**src/rtl/fifo_uart_tx.sv**
```systemverilog
// fifo_uart_tx: pops bytes from a FIFO read side and sends each as an async 8N1 frame on tx
// Optional even parity bit between data and stop when UART_TX_PARITY_EN is defined.
// Ports:
//   clk, rst_n   clock, asynchronous active-low reset
//   tx_en        allow new frames (sampled in IDLE)
//   fifo_empty   FIFO empty flag
//   fifo_data    FIFO head-of-queue data
//   fifo_pop     one-cycle pop strobe (asserted in LOAD)
//   tx           registered serial line, idle high
//   busy         high from LOAD through the end of STOP
//   tx_done      one-cycle pulse on the last STOP cycle
module fifo_uart_tx #(
    parameter int CLKS_PER_BIT = 434,
    parameter int DATA_W       = 8
) (
    input  logic              clk,
    input  logic              rst_n,
    input  logic              tx_en,
    input  logic              fifo_empty,
    input  logic [DATA_W-1:0] fifo_data,
    output logic              fifo_pop,
    output logic              tx,
    output logic              busy,
    output logic              tx_done
);
    localparam int CW = $clog2(CLKS_PER_BIT);
    localparam int IW = $clog2(DATA_W);
    typedef enum logic [2:0] {
        IDLE, LOAD, START, DATA,
`ifdef UART_TX_PARITY_EN
        PARITY,
`endif
        STOP
    } state_t;
    state_t state_q, state_d;
    logic [CW-1:0] cnt_q, cnt_d;
    logic [IW-1:0] idx_q, idx_d;
    logic [DATA_W-1:0] shreg_q, shreg_d;
    logic tx_q, tx_d, bit_end;
    assign bit_end  = cnt_q == CW'(CLKS_PER_BIT - 1);
    assign fifo_pop = state_q == LOAD;
    assign busy     = state_q != IDLE;
    assign tx_done  = state_q == STOP && bit_end;
    assign tx       = tx_q;
    always_ff @(posedge clk or negedge rst_n) begin
        if (!rst_n) begin
            state_q <= IDLE;
            cnt_q   <= '0;
            idx_q   <= '0;
            shreg_q <= '0;
            tx_q    <= 1'b1;
        end else begin
            state_q <= state_d;
            cnt_q   <= cnt_d;
            idx_q   <= idx_d;
            shreg_q <= shreg_d;
            tx_q    <= tx_d;
        end
    end
    always_comb begin
        state_d = state_q;
        cnt_d   = bit_end ? '0 : cnt_q + CW'(1);
        idx_d   = idx_q;
        shreg_d = shreg_q;
        case (state_q)
            IDLE: begin
                cnt_d = '0;
                if (tx_en && !fifo_empty) state_d = LOAD;
            end
            LOAD: begin
                cnt_d   = '0;
                idx_d   = '0;
                shreg_d = fifo_data;
                state_d = START;
            end
            START: if (bit_end) state_d = DATA;
            DATA: if (bit_end) begin
                idx_d = idx_q + IW'(1);
`ifdef UART_TX_PARITY_EN
                if (idx_q == IW'(DATA_W - 1)) state_d = PARITY;
            end
            PARITY: if (bit_end) state_d = STOP;
`else
                if (idx_q == IW'(DATA_W - 1)) state_d = STOP;
            end
`endif
            STOP: if (bit_end) state_d = IDLE;
            default: state_d = IDLE;
        endcase
        // tx is driven from the next state so the line changes on the same edge as the FSM
        tx_d = 1'b1;
        if (state_d == START) tx_d = 1'b0;
        else if (state_d == DATA) tx_d = shreg_q[idx_d];
`ifdef UART_TX_PARITY_EN
        else if (state_d == PARITY) tx_d = ^shreg_q;
`endif
    end
endmodule

```
**config.mk**
```make
export PLATFORM = sky130hd
export DESIGN_NAME = fifo_uart_tx
export DESIGN_NICKNAME = d
export VERILOG_FILES = /design/src/rtl/fifo_uart_tx.sv
export SDC_FILE = /design/constraint.sdc
export NUM_CORES = 1
export LEC_CHECK = 0
export CAP_MARGIN = 20
export CORE_MARGIN = 4
export CORE_UTILIZATION = 28
export CTS_BUF_LIST = sky130_fd_sc_hd__clkbuf_8
export DETAILED_ROUTE_END_ITERATION = 7
export MAX_ROUTING_LAYER = met4
export SETUP_SLACK_MARGIN = 0.3
export SLEW_MARGIN = 20
export SYNTH_ARGS = -nofsm -noshare
export SYNTH_HDL_FRONTEND = slang
export SYNTH_SLANG_ARGS = --single-unit
```
**constraint.sdc**
```tcl
create_clock -name clk -period 6.1 [get_ports clk]
set_clock_uncertainty 0.1 [all_clocks]
set_input_delay 1.22 -clock clk [delete_from_list [all_inputs] [get_ports clk]]
set_output_delay 1.22 -clock clk [all_outputs]
set_load 0.05 [all_outputs]
```
==> reports/qor.tcl <==
set qor(run_status) {finished clean}
set qor(synth_top_cell_area_share) 0.439
set qor(hold_violations) 0
set qor(io-pin-count) 16
set qor(critical_path.cell_chain) {nand2b_1 > nor2_2 > clkdlybuf4s50_1}
set qor(drt_iter0_drc) 60
set qor(fin_crit_ns) 3.61
set qor(post-synth-top-count-cell) {sky130_fd_sc_hd__dfrtp_1}
set qor(first_pass_grt_wire_length_um) 4070
set qor(clock_insertion_delay_worst_skew_ns) 0.26
set qor(synth-async-reset-ratio) 1.00
set qor(cp_num_cells) 3
set qor(crit_end) {fifo_pop}
set qor(reg2regPathDepth) 6
set qor(synth_cell_types) 41
set qor(timing.final.max_slew_violations) 0
set qor(p_per_area_nw_per_um2) 199
set qor(reg2reg_to) {tx$_DFF_PN1_}
set qor(ir_worst_vdd_mv) 0.0931
set qor(final_antenna_net_count) 0
set qor(clk_transition_reported_paths_ns) 0.08
set qor(htree_levels) 1
set qor(hpwlAfterDp_um) 1880
set qor(crit_path_end_kind) {output port}
set qor(largest_net_degree_at_the_start_of_global_routing) 25
set qor(grt_overflow) 0
set qor(worst_slew_pin_slew_ns) 0.623
set qor(cts_resized) 0
set qor(worst_setup_path_startpoint) {state_q[2]$_DFF_PN0_}
set qor(critical_path.reg2reg.startpoint) {cnt_q[2]$_DFF_PN0_}
set qor(netlist_area_um2) 1310
set qor(numPortBuffers) 15
set qor(drcViolationCount) 0
set qor(fraction_of_final_layout_cells_sized_beyond_drive_strength_1) 0.173
set qor(cp_max_fo) 10
set qor(max_slew_margin) 0.582
set qor(detail_route.wl_per_cell_um) 12.6
set qor(fill_cells) 439
set qor(regToRegSetupSlack_ns) 3.87
set qor(cap_violations) 0
set qor(arrival_ns) 2.29
set qor(worstSetupStartpointType) {flip-flop}
set qor(postSynthCellCount) 122
set qor(setup_viol) 0
set qor(cts_buffer_depth) 2
set qor(worstHoldPathType) {reg2reg}
set qor(synth_edf_count) 0
set qor(unrepaired_setup_endpoints_after_global_routing) {false}
set qor(critical_path.max_stage_delay_ns) 0.90
set qor(timing.critical_path.max_delay_family) {buffers and inverters}
set qor(synth-warning-count) 0
set qor(core_area_um2) 4440
set qor(dr.pass1.iters) 4
set qor(num_vias) 940
set qor(area.growth.synth_to_final_pct) 20.3
set qor(grt_antenna_before_repair) 0
set qor(total_power_uw) 314
set qor(num_antenna_cells) 0
set qor(dieArea_um2) 5840
set qor(clockRootBuffer) {sky130_fd_sc_hd__clkbuf_8}
set qor(num-nets-final) 156
set qor(numCtsBuffers) 3
set qor(critical-path-slowest-cell) {sky130_fd_sc_hd__clkdlybuf4s50_1}
set qor(max_clock_freq_ghz) 0.277
set qor(cts_sinks) 24
set qor(post_cts_buffers) 0
set qor(post_synthesis_sequential_area_ratio) 0.459
set qor(p_leak_nw) 0.681
set qor(timing_worst_setup_path_type) {reg2out}
set qor(place_congestion) 0.811
set qor(grt_pass1_vias) 912
set qor(grt.total_usage) 0.0862
set qor(chipWidth_um) 76.4
set qor(synth.ff_latch_count) 24
set qor(cp.buffers_inverters) 1
set qor(cts_tree) {yes}
set qor(syn-num-nets) 138
set qor(finalCritPeriodShare) 0.592
set qor(post_drt_via_cell_ratio) 4.92
set qor(synth.avg_cell_area_um2) 10.7
set qor(setup-tns-final_ns) 0
set qor(dominantRegCellSynth) {sky130_fd_sc_hd__dfrtp_1}
set qor(ctsHoldBuffers) 0
set qor(num_rows) 24
set qor(post_synth_main_area_contributors) {sky130_fd_sc_hd__dfrtp_1 44%, sky130_fd_sc_hd__mux2_2 7.7%, sky130_fd_sc_hd__nor2_1 4.0%}
set qor(dieHeight_um) 76.4
set qor(post_synth_most_frequent_cells) {23 x sky130_fd_sc_hd__dfrtp_1, 14 x sky130_fd_sc_hd__nor2_1, 11 x sky130_fd_sc_hd__nand2_1}
set qor(required_ns) 4.78
set qor(floorplan.initialDensity) 0.295
set qor(finalWirelength_um) 2410
set qor(synth.largest_area_cell) {sky130_fd_sc_hd__dfrtp_1}
[worst min-delay path by stage]
stage | slack [ns] | depth (start not counted) | end | startpoint
floorplan | 0.35 | 1 | cnt_q[0]$_DFF_PN0_ | cnt_q[0]$_DFF_PN0_
global placement | 0.37 | 1 | cnt_q[0]$_DFF_PN0_ | cnt_q[0]$_DFF_PN0_
detailed placement | 0.38 | 1 | cnt_q[0]$_DFF_PN0_ | cnt_q[0]$_DFF_PN0_
CTS | 0.39 | 1 | cnt_q[0]$_DFF_PN0_ | cnt_q[0]$_DFF_PN0_
global route | 0.41 | 1 | cnt_q[0]$_DFF_PN0_ | cnt_q[0]$_DFF_PN0_
finish | 0.39 | 1 | cnt_q[0]$_DFF_PN0_ | cnt_q[0]$_DFF_PN0_
[registers in the layout, indices dropped and copies added, names as in the netlist]
name / flops
state_q: 3
idx_q: 3
shreg_q: 8
tx: 1
cnt_q: 9
[metrics by stage]
stage	utilization	cells	instance area (µm²)	hold WS (ns)	setup WS [ns]
final	0.355	191	1580	0.393	2.49
after global routing	0.355	191	1580	0.407	2.37
after CTS	0.356	191	1580	0.394	2.46
after detailed placement	0.340	187	1510	0.381	2.76
after global placement	0.340	187	1510	0.374	2.83
after floorplan	-	122	1310	0.353	3.18
[layout by cell type (no fill, tap or decap), drive strengths merged, types with 2 or more instances in the layout]
cell type	instances
a211oi	3
a21oi	4
a32o	2
clkbuf	3
clkdlybuf4s50	14
dfrtp	23
ha	4
inv	4
mux2	9
mux2i	4
nand2	11
nand3	8
nand4	3
nor2	16
nor3b	2
o21ai	2
o22ai	2
xnor2	3
xor2	3
[routing by layer]
layer  vias up  wire length (µm)  part of all wire  GRT usage
li1        475                 -                 -          -
met1       448              1170              0.49      0.111
met2        15              1120              0.46      0.132
met3         2                95             0.039     0.0236
met4         0                26             0.011     0.0272
met5         -                 0                 0          -
[cell families after synthesis]
| logic type | synth area share |
|---|---|
| adders and majority gates | 0.0382 |
| buffers and inverters | 0.0229 |
| AOI/OAI and AO/OA | 0.108 |
| DFF | 0.459 |
| muxes | 0.108 |
| and+or+nand+nor | 0.224 |
| xor gates and xnor gates | 0.0401 |
[layout make-up]
class                           instances  area [µm²]  area share
Multi-Input combinational cell         92         679       0.431
Sequential cell                        24         602       0.381
Timing Repair Buffer                   15         145      0.0920
Tap cell                               52        65.1      0.0412
Clock buffer                            3        41.3      0.0262
Clock inverter                          1        30.0      0.0190
Inverter                                4        15.0     0.00952
[report_power, final]
| part | total, mW | internal (mW) | switching (mW) |
|---|---|---|---|
| clock | 0.136 | 0.0876 | 0.0485 |
| sequential | 0.163 | 0.162 | 0.00175 |
| combinational | 0.0142 | 0.00886 | 0.00530 |
| total | 0.314 | 0.258 | 0.0556 |
No activity file was read; power rests on OpenSTA's default activity.
